### config.mk
export PLATFORM = sky130hd
export DESIGN_NAME = io_reg_write_arbiter_flat
export DESIGN_NICKNAME = d
export VERILOG_FILES = /design/src/rtl/io_reg_pkg.sv /design/src/rtl/io_reg_write_arbiter_if.sv /design/src/rtl/io_reg_req_capture.sv /design/src/rtl/io_reg_write_arbiter.sv /design/src/flat_wrapper.sv
export SDC_FILE = /design/constraint.sdc
export NUM_CORES = 1
export LEC_CHECK = 0
export CAP_MARGIN = 10
export CORE_MARGIN = 1.5
export CORE_UTILIZATION = 52
export DETAILED_ROUTE_END_ITERATION = 8
export HOLD_SLACK_MARGIN = 0.08
export PLACE_DENSITY = 0.83
export SKIP_LAST_GASP = 1
export SYNTH_ARGS = -nofsm -noshare
export SYNTH_HDL_FRONTEND = slang
export SYNTH_SLANG_ARGS = --single-unit
### constraint.sdc
create_clock -name clock -period 2.7 [get_ports clock]
set_input_delay 0.54 -clock clock [delete_from_list [all_inputs] [get_ports clock]]
set_output_delay 0.54 -clock clock [all_outputs]
set_load 0.01 [all_outputs]
### src/rtl/io_reg_pkg.sv
// Shared types for the I/O register write arbiter: FSM states and grant encoding.
package io_reg_pkg;

    typedef enum logic [1:0] {
        IDLE  = 2'd0,
        WRITE = 2'd1,
        CLEAR = 2'd2
    } state_e;

    typedef enum logic {
        GNT_M0 = 1'b0,
        GNT_M1 = 1'b1
    } gnt_e;

endpackage

### src/rtl/io_reg_write_arbiter_if.sv
// Requester strobes/payloads and the serialised register-bank write port.
interface io_reg_write_arbiter_if #(
    parameter int unsigned AW = 3,
    parameter int unsigned DW = 8
);
    logic          m0_wr;
    logic [AW-1:0] m0_addr;
    logic [DW-1:0] m0_data;
    logic          m1_wr;
    logic [AW-1:0] m1_addr;
    logic [DW-1:0] m1_data;
    logic          clr_req;
    logic          m0_busy;
    logic          m1_busy;
    logic          m0_drop;
    logic          m1_drop;
    logic          reg_we;
    logic [AW-1:0] reg_addr;
    logic [DW-1:0] reg_data;
    logic          clr_busy;

    modport master (
        output m0_wr, m0_addr, m0_data, m1_wr, m1_addr, m1_data, clr_req,
        input  m0_busy, m1_busy, m0_drop, m1_drop, reg_we, reg_addr, reg_data, clr_busy
    );

    modport slave (
        input  m0_wr, m0_addr, m0_data, m1_wr, m1_addr, m1_data, clr_req,
        output m0_busy, m1_busy, m0_drop, m1_drop, reg_we, reg_addr, reg_data, clr_busy
    );
endinterface

### src/rtl/io_reg_req_capture.sv
// One requester: strobe rising-edge detect, address range check and a 1-deep write slot.
module io_reg_req_capture
    import io_reg_pkg::*;
#(
    parameter int unsigned NREG = 8,
    parameter int unsigned AW   = 3,
    parameter int unsigned DW   = 8
) (
    input  logic          clock,
    input  logic          reset,
    input  logic          wr,
    input  logic [AW-1:0] addr,
    input  logic [DW-1:0] data,
    input  logic          rel,
    output logic          busy,
    output logic          drop,
    output logic [AW-1:0] slot_addr,
    output logic [DW-1:0] slot_data
);

    logic          wr_dly_q, wr_dly_d;
    logic          full_q, full_d;
    logic          drop_q, drop_d;
    logic [AW-1:0] addr_q, addr_d;
    logic [DW-1:0] data_q, data_d;
    logic          rise;
    logic          in_range;
    logic          accept;

    // A slot that is releasing this cycle still counts as full for a new edge.
    always_comb begin
        wr_dly_d = wr;
        full_d   = full_q;
        addr_d   = addr_q;
        data_d   = data_q;
        rise     = wr & ~wr_dly_q;
        in_range = 32'(addr) < NREG;
        accept   = rise & ~full_q & in_range;
        drop_d   = rise & ~accept;
        if (accept) begin
            full_d = 1'b1;
            addr_d = addr;
            data_d = data;
        end else if (rel) begin
            full_d = 1'b0;
        end
    end

    // History flop tracks the strobe even in reset so a held strobe is not an edge.
    always_ff @(posedge clock) begin
        if (reset) begin
            wr_dly_q <= wr;
            full_q   <= 1'b0;
            drop_q   <= 1'b0;
            addr_q   <= '0;
            data_q   <= '0;
        end else begin
            wr_dly_q <= wr_dly_d;
            full_q   <= full_d;
            drop_q   <= drop_d;
            addr_q   <= addr_d;
            data_q   <= data_d;
        end
    end

    assign busy      = full_q;
    assign drop      = drop_q;
    assign slot_addr = addr_q;
    assign slot_data = data_q;

endmodule

### src/rtl/io_reg_write_arbiter.sv
// Round-robin serialiser of two requesters' register writes onto one bank write port,
// plus a bank-wide clear sequencer.
module io_reg_write_arbiter
    import io_reg_pkg::*;
#(
    parameter int unsigned NREG = 8,
    parameter int unsigned AW   = 3,
    parameter int unsigned DW   = 8
) (
    input logic                  clock,
    input logic                  reset,
    io_reg_write_arbiter_if.slave bus
);

    state_e        state_q, state_d;
    gnt_e          gnt_q, gnt_d;
    gnt_e          ptr_q, ptr_d;
    logic          clr_pend_q, clr_pend_d;
    logic [AW-1:0] clr_cnt_q, clr_cnt_d;
    logic          reg_we_q, reg_we_d;
    logic [AW-1:0] reg_addr_q, reg_addr_d;
    logic [DW-1:0] reg_data_q, reg_data_d;
    logic          clr_busy_q, clr_busy_d;

    logic          busy0, busy1;
    logic          rel0, rel1;
    logic [AW-1:0] slot0_addr, slot1_addr;
    logic [DW-1:0] slot0_data, slot1_data;

    io_reg_req_capture #(.NREG(NREG), .AW(AW), .DW(DW)) u_cap0 (
        .clock     (clock),
        .reset     (reset),
        .wr        (bus.m0_wr),
        .addr      (bus.m0_addr),
        .data      (bus.m0_data),
        .rel       (rel0),
        .busy      (busy0),
        .drop      (bus.m0_drop),
        .slot_addr (slot0_addr),
        .slot_data (slot0_data)
    );

    io_reg_req_capture #(.NREG(NREG), .AW(AW), .DW(DW)) u_cap1 (
        .clock     (clock),
        .reset     (reset),
        .wr        (bus.m1_wr),
        .addr      (bus.m1_addr),
        .data      (bus.m1_data),
        .rel       (rel1),
        .busy      (busy1),
        .drop      (bus.m1_drop),
        .slot_addr (slot1_addr),
        .slot_data (slot1_data)
    );

    // Bank port outputs are computed with the transition so they are valid in the target state.
    always_comb begin
        state_d    = state_q;
        gnt_d      = gnt_q;
        ptr_d      = ptr_q;
        clr_pend_d = clr_pend_q | bus.clr_req;
        clr_cnt_d  = clr_cnt_q;
        reg_we_d   = 1'b0;
        reg_addr_d = '0;
        reg_data_d = '0;
        clr_busy_d = 1'b0;
        rel0       = 1'b0;
        rel1       = 1'b0;
        unique case (state_q)
            IDLE: begin
                if (clr_pend_q) begin
                    state_d    = CLEAR;
                    clr_pend_d = bus.clr_req;
                    clr_cnt_d  = '0;
                    reg_we_d   = 1'b1;
                    clr_busy_d = 1'b1;
                end else if (busy0 | busy1) begin
                    state_d  = WRITE;
                    reg_we_d = 1'b1;
                    if (busy0 & busy1) gnt_d = ptr_q;
                    else               gnt_d = busy1 ? GNT_M1 : GNT_M0;
                    reg_addr_d = (gnt_d == GNT_M1) ? slot1_addr : slot0_addr;
                    reg_data_d = (gnt_d == GNT_M1) ? slot1_data : slot0_data;
                end
            end
            WRITE: begin
                state_d = IDLE;
                rel0    = (gnt_q == GNT_M0);
                rel1    = (gnt_q == GNT_M1);
                ptr_d   = (gnt_q == GNT_M0) ? GNT_M1 : GNT_M0;
            end
            CLEAR: begin
                if (clr_cnt_q == AW'(NREG - 1)) begin
                    state_d = IDLE;
                end else begin
                    clr_cnt_d  = AW'(clr_cnt_q + 1'b1);
                    reg_we_d   = 1'b1;
                    reg_addr_d = AW'(clr_cnt_q + 1'b1);
                    clr_busy_d = 1'b1;
                end
            end
            default: state_d = IDLE;
        endcase
    end

    always_ff @(posedge clock) begin
        if (reset) begin
            state_q    <= IDLE;
            gnt_q      <= GNT_M0;
            ptr_q      <= GNT_M0;
            clr_pend_q <= 1'b0;
            clr_cnt_q  <= '0;
            reg_we_q   <= 1'b0;
            reg_addr_q <= '0;
            reg_data_q <= '0;
            clr_busy_q <= 1'b0;
        end else begin
            state_q    <= state_d;
            gnt_q      <= gnt_d;
            ptr_q      <= ptr_d;
            clr_pend_q <= clr_pend_d;
            clr_cnt_q  <= clr_cnt_d;
            reg_we_q   <= reg_we_d;
            reg_addr_q <= reg_addr_d;
            reg_data_q <= reg_data_d;
            clr_busy_q <= clr_busy_d;
        end
    end

    assign bus.m0_busy  = busy0;
    assign bus.m1_busy  = busy1;
    assign bus.reg_we   = reg_we_q;
    assign bus.reg_addr = reg_addr_q;
    assign bus.reg_data = reg_data_q;
    assign bus.clr_busy = clr_busy_q;

endmodule

### src/flat_wrapper.sv
// flat-port wrapper written by rule: the top's interface ports become plain ports
module io_reg_write_arbiter_flat import io_reg_pkg::*;
#(
    parameter int unsigned NREG = 8,
    parameter int unsigned AW   = 3,
    parameter int unsigned DW   = 8
)
  (clock, reset, bus_m0_wr, bus_m0_addr, bus_m0_data, bus_m1_wr, bus_m1_addr, bus_m1_data, bus_clr_req, bus_m0_busy, bus_m1_busy, bus_m0_drop, bus_m1_drop, bus_reg_we, bus_reg_addr, bus_reg_data, bus_clr_busy);
  io_reg_write_arbiter_if #(.AW(AW), .DW(DW)) bus_i ();
  input logic clock;
  input logic reset;
  input wire logic [$bits(bus_i.m0_wr)-1:0] bus_m0_wr;
  input wire logic [$bits(bus_i.m0_addr)-1:0] bus_m0_addr;
  input wire logic [$bits(bus_i.m0_data)-1:0] bus_m0_data;
  input wire logic [$bits(bus_i.m1_wr)-1:0] bus_m1_wr;
  input wire logic [$bits(bus_i.m1_addr)-1:0] bus_m1_addr;
  input wire logic [$bits(bus_i.m1_data)-1:0] bus_m1_data;
  input wire logic [$bits(bus_i.clr_req)-1:0] bus_clr_req;
  output wire logic [$bits(bus_i.m0_busy)-1:0] bus_m0_busy;
  output wire logic [$bits(bus_i.m1_busy)-1:0] bus_m1_busy;
  output wire logic [$bits(bus_i.m0_drop)-1:0] bus_m0_drop;
  output wire logic [$bits(bus_i.m1_drop)-1:0] bus_m1_drop;
  output wire logic [$bits(bus_i.reg_we)-1:0] bus_reg_we;
  output wire logic [$bits(bus_i.reg_addr)-1:0] bus_reg_addr;
  output wire logic [$bits(bus_i.reg_data)-1:0] bus_reg_data;
  output wire logic [$bits(bus_i.clr_busy)-1:0] bus_clr_busy;
  assign bus_i.m0_wr = bus_m0_wr;
  assign bus_i.m0_addr = bus_m0_addr;
  assign bus_i.m0_data = bus_m0_data;
  assign bus_i.m1_wr = bus_m1_wr;
  assign bus_i.m1_addr = bus_m1_addr;
  assign bus_i.m1_data = bus_m1_data;
  assign bus_i.clr_req = bus_clr_req;
  assign bus_m0_busy = bus_i.m0_busy;
  assign bus_m1_busy = bus_i.m1_busy;
  assign bus_m0_drop = bus_i.m0_drop;
  assign bus_m1_drop = bus_i.m1_drop;
  assign bus_reg_we = bus_i.reg_we;
  assign bus_reg_addr = bus_i.reg_addr;
  assign bus_reg_data = bus_i.reg_data;
  assign bus_clr_busy = bus_i.clr_busy;
  io_reg_write_arbiter #(.NREG(NREG), .AW(AW), .DW(DW)) u_core (.clock(clock), .reset(reset), .bus(bus_i));
endmodule
==> results of run 1 <==
==> cells in the mapped netlist <==
library cell,n,area [sq um]
dfxtp_1,49,981
nor2_1,36,135
mux2i_1,33,330
a21oi_1,8,40.0
clkbuf_1,5,18.8
o21ai_0,5,25.0
inv_1,4,15.0
buf_4,3,22.5
nand2_1,3,11.3
nor3b_1,3,22.5
nor4bb_1,3,30.0
a2111oi_0,2,17.5
buf_6,2,22.5
ha_1,2,25.0
nand3b_1,2,15.0
nor3_1,2,10.0
nor4b_1,2,17.5
a211o_1,1,8.76
o211ai_1,1,7.51
o21bai_1,1,7.51
o22ai_1,1,6.26
or2_2,1,6.26
or3_1,1,6.26
or4_4,1,11.3
or4b_2,1,10.0
==> power by group <==
part / internal (mW) / switching, mW
registers: 0.757 / 0.0285
logic: 0.0988 / 0.0721
clock network: 0.123 / 0.219
==> how the worst max path moves through the flow <==
stage                             startpoint                      to  cells past startpoint
after floorplan                        reset  u_core.bus.reg_addr[0]                      5
after global placement                 reset  u_core.bus.reg_addr[2]                      4
after detailed placement               reset  u_core.bus.reg_addr[0]                      4
after CTS                 u_core.u_cap0.busy             bus_m0_busy                      1
after global routing      u_core.u_cap1.busy             bus_m1_busy                      1
final                     u_core.u_cap0.busy             bus_m0_busy                      1
==> stage by stage <==
stage	total power, mW	cells	util	cell area (sq um)	hold slack [ps]
3_5_place_dp	0.973	256	0.682	2270	450
4_1_cts	1.31	263	0.698	2330	462
6_report	1.30	263	0.698	2330	460
2_1_floorplan	0.891	172	-	1800	399
3_3_place_gp	0.962	256	0.682	2270	430
5_1_grt	1.36	263	0.698	2330	487
==> flip-flops by register name, indices dropped and copies added, names as in the netlist <==
register                 flops
u_core.u_cap1.drop           1
u_core.bus.reg_data          8
u_core.bus.reg_addr          3
u_core.bus.clr_busy          1
u_core.u_cap0.drop           1
u_core.u_cap1.busy           1
u_core.state_q               2
u_core.u_cap1.wr_dly_q       1
u_core.u_cap0.busy           1
u_core.u_cap0.slot_addr      3
u_core.u_cap0.slot_data      8
u_core.clr_pend_q            1
u_core.u_cap1.slot_data      8
u_core.ptr_q                 1
u_core.u_cap0.wr_dly_q       1
u_core.bus.reg_we            1
u_core.u_cap1.slot_addr      3
u_core.clr_cnt_q             3
u_core.gnt_q                 1
==> cells by family after synthesis <==
family / synth area share
AO/OA/AOI/OAI: 0.0625
flip-flops: 0.544
adder cells (fa/ha/maj): 0.0139
multiplexers: 0.183
buffers and inverters: 0.0437
AND/OR/NAND/NOR: 0.153
==> layout make-up <==
cell class | instances | area (sq um) | area share
inverter | 4 | 15.0 | 0.00644
timing repair buffer | 48 | 468 | 0.201
multi-input combinational | 109 | 753 | 0.323
tap | 46 | 57.6 | 0.0247
sequential | 49 | 981 | 0.421
clock buffer | 7 | 55.1 | 0.0236
==> cell usage in the layout (no fill, tap or decap), types with 3 or more instances in the layout <==
cell / synthesis / final
inv_1: 4 / 4
clkdlybuf4s50_1: 0 / 43
buf_4: 3 / 5
nor2_1: 36 / 36
dfxtp_1: 49 / 49
nor4bb_1: 3 / 3
a21oi_1: 8 / 8
o21ai_0: 5 / 4
mux2i_1: 33 / 33
clkbuf_4: 0 / 5
nand2_1: 3 / 3
==> per-layer routing <==
| metal | vias up | routed length (microns) | GRT usage |
|---|---|---|---|
| met5 | - | 0 | 0 |
| met1 | 639 | 1560 | 0.236 |
| met3 | 12 | 208 | 0.0807 |
| li1 | 679 | - | - |
| met4 | 0 | 109 | 0.128 |
| met2 | 43 | 2010 | 0.403 |
==> flow_summary.json, run 1 <==
{
  "outcome": "complete, no violations",
  "seq_area_frac_synth": 0.544,
  "dieArea_sq_um": 3830,
  "fin_worst_skew_ps": 9.95,
  "cts.repair.resized": 0,
  "setup_tns_ps": 0,
  "vias": 1373,
  "cts_root_buf": "clkbuf_4",
  "fin_ws_ps": 726,
  "crit_path_top_delay_cell": "clkdlybuf4s50_1",
  "path_max_fanout": 6,
  "antenna_found_initial": 0,
  "avgSynthCellArea_sq_um": 10.5,
  "path_class": "flip-flop to output port",
  "num_rows": 21,
  "slew-limit-headroom": 0.703,
  "n_antenna_cell": 0,
  "drive_gt1_frac": 0.0737,
  "dp_hpwl_mm": 2.85,
  "drc": 0,
  "dr.pass1.iters": 4,
  "numPortBuffers": 43,
  "fin_crit_sh": 0.731,
  "start_util": 0.540,
  "die_h_microns": 61.9,
  "vias_per_cell": 5.22,
  "synthCells": 172,
  "finalHoldViolCount": 0,
  "hold_buffers": 0,
  "grtUsageTotal": 0.229,
  "cts.sinks": 49,
  "maxCapViolations": 0,
  "wirelength_mm": 3.89,
  "post_cts_buffers": 0,
  "area_delta_synth_final_pct": 29.2,
  "cp.arrival_ps": 1430,
  "pin_count": 44,
  "syn_area_sq_um": 1800,
  "grt_pass1_vias": 1450,
  "clk_latency_ps": 370,
  "post-place-ws_ps": 542,
  "critical_path_buf_inv_count": 1,
  "tightest_slew_ps": 435,
  "whs_path_depth": 1,
  "hold_start": "u_core.u_cap1.wr_dly_q",
  "ys_types": 25,
  "cts_tree": "done",
  "powerDensity_nw_per_um2": 557,
  "layout_min_cycle_time_ps": 1970,
  "required_ps": 2160,
  "slowest_delay_ps": 590,
  "wl_per_cell_microns": 14.8,
  "reg2reg_from": "u_core.clr_cnt_q[0]",
  "hold_path.class": "flip-flop to flip-flop",
  "grt_start_max_net_pins": 19,
  "core_area_sq_um": 3340,
  "gp_congestion": 0.787,
  "reg2reg_to": "u_core.bus.reg_addr[0]",
  "grt_overflow": 0,
  "reg2reg_setup_slack_ps": 950,
  "startpoint_type": "flip-flop",
  "numCtsBuffers": 5,
  "end_kind": "output port",
  "clk_path_buf_depth": 2,
  "htree_levels": 2,
  "dieWidth_microns": 61.9,
  "worstPathCellList": "clkdlybuf4s50_1",
  "slew_violations": 0,
  "drtAntennaViolNets": 0,
  "r2r_cells": 4,
  "rsz0062_at_grt": "no",
  "synth-warning-count": 0,
  "p_leak_nw": 0.937,
  "cp_top_family": "buffers and inverters",
  "nets": 246,
  "fmax_ghz": 0.506,
  "vdd_ir_drop_max_v": 0.000355,
  "setup_viol": 0,
  "syn_nets": 201,
  "initialDrtViolationCount": 75,
  "min_to": "u_core.u_cap1.drop",
  "synth_seq_cells": 49,
  "path_clk_slew_ps": 130,
  "grt_pass1_wl_mm": 6.20,
  "nFillCells": 273
}
No activity file was read; power rests on OpenSTA's default activity.
==> run 2: changes to the inputs <==
CORE_UTILIZATION = 43   (was 52)
PLACE_DENSITY = 0.74   (was 0.83)
clock period = 1.8 ns   (was 2.7 ns; I/O delays follow)
==> flow_summary.json, run 2 (same netlist as run 1, synthesis figures left out) <==
{
  "htree_levels": 2,
  "hold_path.class": "flip-flop to flip-flop",
  "dpl_cell_area_sq_um": 2310,
  "grt_start_max_net_pins": 31,
  "pin_count": 44,
  "tightest_slew_ps": 470,
  "rsz0062_at_grt": "no",
  "nFillCells": 362,
  "path_class": "flip-flop to output port",
  "cts_root_buf": "clkbuf_8",
  "crit_path_top_delay_cell": "clkdlybuf4s50_1",
  "setup_viol": 0,
  "vias": 1377,
  "layout_common_cells": "49 x dfxtp_1, 43 x clkdlybuf4s50_1, 36 x nor2_1",
  "fin_worst_skew_ps": 6.92,
  "end_kind": "output port",
  "setup_tns_ps": 0,
  "p_leak_nw": 0.992,
  "final_cell_area_sq_um": 2450,
  "drive_gt1_frac": 0.0950,
  "outcome": "complete, no violations",
  "path_clk_slew_ps": 90,
  "n_antenna_cell": 0,
  "clk_latency_ps": 300,
  "die_h_microns": 67.8,
  "dp_hpwl_mm": 2.45,
  "vias_per_cell": 5.08,
  "worstPathCellList": "clkdlybuf4s50_1",
  "slew-limit-headroom": 0.686,
  "numCtsBuffers": 5,
  "nets": 249,
  "cts.sinks": 49,
  "dieArea_sq_um": 4590,
  "vdd_ir_drop_max_v": 0.000573,
  "grt_pass1_vias": 1254,
  "dr.pass1.iters": 4,
  "powerDensity_nw_per_um2": 960,
  "cts_tree": "done",
  "wirelength_mm": 3.52,
  "path_max_fanout": 7,
  "critical_path_buf_inv_count": 1,
  "maxCapViolations": 0,
  "clk_path_buf_depth": 2,
  "start_util": 0.448,
  "numPortBuffers": 43,
  "gp_congestion": 0.742,
  "grtUsageTotal": 0.168,
  "slew_violations": 0,
  "slowest_delay_ps": 590,
  "initialDrtViolationCount": 67,
  "startpoint_type": "flip-flop",
  "fmax_ghz": 0.582,
  "required_ps": 1440,
  "grt_pass1_wl_mm": 5.74,
  "finalHoldViolCount": 0,
  "antenna_found_initial": 0,
  "layout_min_cycle_time_ps": 1720,
  "fin_crit_sh": 0.954,
  "grt_overflow": 0,
  "cp_top_family": "buffers and inverters",
  "core_area_sq_um": 4030,
  "final_common_cell": "dfxtp_1",
  "num_rows": 23,
  "cp.arrival_ps": 1360,
  "wl_per_cell_microns": 13.0,
  "drtAntennaViolNets": 0,
  "dieWidth_microns": 67.8,
  "area_delta_synth_final_pct": 35.9,
  "drc": 0
}
-- run 2: worst reg2reg max path, stage by stage (launching register included) --
cell and delay, ps:
dfxtp_1 350, ha_1 210, ha_1 190, buf_4 160, a2111oi_1 470, or2_2 180
-- run 2: timing repair --
action / CTS / global route
resized for setup: 0 / 1
hold buffers: 0 / 0
endpoints found under the setup margin: 0 / 1
buffers inserted: 0 / 0
-- run 2: where the power goes --
part	total, mW	switching (mW)	leakage (nW)	internal (mW)
registers	1.18	0.0411	0.400	1.13
logic	0.261	0.106	0.524	0.155
clock network	0.916	0.364	0.0681	0.552
total	2.35	0.510	0.992	1.84
-- run 2: path summary, 6_finish.rpt --
path,from,endpoint,slack (ps),cells past startpoint
worst max-delay path,u_core.u_cap1.busy,bus_m1_busy,80,1
worst min-delay path,u_core.u_cap1.wr_dly_q,u_core.u_cap1.drop,440,1
worst max register to register,u_core.clr_cnt_q[0],u_core.bus.reg_we,200,5
worst min register to register,u_core.u_cap1.wr_dly_q,u_core.u_cap1.drop,440,1
-- run 2: per-stage QoR --
step	setup WS, ps	utilization	hold slack [ps]	power [mW]	std cells
3_5_place_dp	-13.2	0.575	435	1.46	263
6_report	82.1	0.608	445	2.35	271
2_1_floorplan	242	-	388	1.34	172
4_1_cts	73.2	0.608	449	2.36	271
5_1_grt	20.6	0.608	464	2.43	271
3_3_place_gp	11.2	0.575	435	1.46	263
-- run 2: per-layer routing --
metal,vias up,part of all wire,GRT usage
li1,694,-,-
met1,650,0.47,0.211
met2,31,0.48,0.279
met3,2,0.042,0.0433
met4,0,0.0040,0.0536
met5,-,0,0
-- run 2: area by class of cell --
class                      count  area (sq um)  share of cell area
clock buffer                   5          68.8              0.0281
clock inverter                 3          65.1              0.0266
inverter                       4          15.0             0.00613
multi-input combinational    109           754               0.308
sequential                    49           981               0.400
tap                           50          62.6              0.0255
timing repair buffer          51           503               0.205
==> run 3: changes to the inputs <==
clock period = 1.5 ns   (was 1.8 ns; I/O delays follow)
==> flow_summary.json, run 3 (same netlist as run 1, synthesis figures left out) <==
{
  "startpoint_type": "flip-flop",
  "gp_congestion": 0.837,
  "worstPathCellList": "ha_2 -> ha_4 -> buf_4 -> a211o_1 -> a21oi_1 -> nor2_1",
  "wl_per_cell_microns": 13.1,
  "drive_gt1_frac": 0.168,
  "vias_per_cell": 5.03,
  "numCtsBuffers": 5,
  "path_class": "flip-flop to flip-flop",
  "cts_root_buf": "clkbuf_8",
  "slew-limit-headroom": 0.777,
  "htree_levels": 2,
  "vdd_ir_drop_max_v": 0.000610,
  "cts.sinks": 49,
  "end_kind": "flip-flop",
  "vias": 1388,
  "clk_latency_ps": 290,
  "fin_crit_sh": 0.979,
  "fin_worst_hold_slack_ps": 446,
  "antenna_found_initial": 0,
  "core_area_sq_um": 4030,
  "grt_pass1_vias": 1257,
  "grt_start_max_net_pins": 31,
  "setup_viol": 0,
  "multi_input_area_sq_um": 832,
  "area_delta_synth_final_pct": 43.2,
  "crit_path_top_delay_cell": "dfxtp_2",
  "cp.arrival_ps": 1650,
  "final_common_cell": "dfxtp_1",
  "required_ps": 1680,
  "path_clk_slew_ps": 90,
  "outcome": "complete, no violations",
  "path_max_fanout": 4,
  "rsz0062_at_grt": "yes",
  "grt_overflow": 0,
  "slowest_delay_ps": 330,
  "drc": 0,
  "drtAntennaViolNets": 0,
  "pin_count": 44,
  "p_leak_nw": 1.14,
  "final-seq-area_sq_um": 987,
  "maxCapViolations": 0,
  "powerDensity_nw_per_um2": 1040,
  "clk_path_buf_depth": 2,
  "grtUsageTotal": 0.172,
  "layout_min_cycle_time_ps": 1470,
  "slew_violations": 0,
  "cts_tree": "done",
  "wirelength_mm": 3.61,
  "dieArea_sq_um": 4590,
  "post_cts_buffers": 0,
  "nFillCells": 348,
  "hold_path.class": "flip-flop to flip-flop",
  "n_antenna_cell": 0,
  "tightest_slew_ps": 326,
  "grt_pass1_wl_mm": 5.83,
  "layout_common_cells": "46 x dfxtp_1, 36 x nor2_1, 35 x clkdlybuf4s50_1",
  "numPortBuffers": 43,
  "num_rows": 23,
  "die_h_microns": 67.8,
  "initialDrtViolationCount": 53,
  "dp_hpwl_mm": 2.51,
  "critical_path_buf_inv_count": 1,
  "start_util": 0.448,
  "dr.pass1.iters": 4,
  "dieWidth_microns": 67.8,
  "nets": 254,
  "fmax_ghz": 0.681,
  "finalHoldViolCount": 0,
  "cp_top_family": "compound AO/OA/AOI/OAI gates",
  "fin_worst_skew_ps": 4.94,
  "setup_tns_ps": 0
}
-- run 3: changes by cell type in the layout (fill, tap and decap cells not counted), moves of 2 or more --
cell / previous run / this run
dlymetal6s2s_1: 0 / 7
clkdlybuf4s50_1: 43 / 35
a21oi_1: 8 / 6
nor4bb_1: 3 / 1
ha_1: 2 / 0
a21oi_2: 0 / 2
dfxtp_2: 0 / 2
dfxtp_1: 49 / 46
buf_4: 7 / 11
-- run 3: final timing paths --
path,startpoint,to,slack [ps],cells past startpoint
max,u_core.clr_cnt_q[0],u_core.clr_cnt_q[1],30,6
min,u_core.u_cap0.wr_dly_q,u_core.u_cap0.drop,450,1
max reg2reg,u_core.clr_cnt_q[0],u_core.clr_cnt_q[1],30,6
min reg2reg,u_core.u_cap0.wr_dly_q,u_core.u_cap0.drop,450,1
-- run 3: final cells by class --
class,count,area share
Clock buffer,5,0.0267
Clock inverter,3,0.0179
Inverter,4,0.00582
Multi-Input combinational cell,109,0.322
Sequential cell,49,0.382
Tap cell,50,0.0242
Timing Repair Buffer,56,0.221
-- run 3: metrics by stage --
stage               setup WS [ps]  power, mW   util  std cells  cell area (sq um)
floorplan                    18.2       1.60      -        172               1820
global placement             -231       1.77  0.591        268               2380
detailed placement           -248       1.77  0.591        268               2380
CTS                         -34.2       2.69  0.622        276               2500
global route                -22.0       2.81  0.641        276               2580
finish                       31.4       2.69  0.641        276               2580
-- run 3: per-layer routing --
metal  up-vias  GRT usage  share of wire  wire length [microns]
li1        704          -              -                      -
met3         5     0.0450          0.033                    119
met1       650      0.228           0.47                   1700
met4         0     0.0612          0.011                     40
met2        29      0.270           0.49                   1750
met5         -          0              0                      0
-- run 3: repair_timing --
action / 4_1_cts / 5_1_grt
hold buffers: 0 / 0
pin swaps: 1 / 2
setup endpoints to repair: 5 / 13
resized for setup: 6 / 18
-- run 3: report_power, final --
part	total [mW]	internal, mW	switching (mW)
Clock	0.927	0.499	0.428
Sequential	1.40	1.36	0.0427
Combinational	0.355	0.207	0.147
Total	2.69	2.07	0.618
-- run 3: worst register-to-register path, stage by stage, from the launching register on --
cell,delay [ps]
dfxtp_2,330
ha_2,190
ha_4,160
buf_4,150
a211o_1,310
a21oi_1,160
nor2_1,50
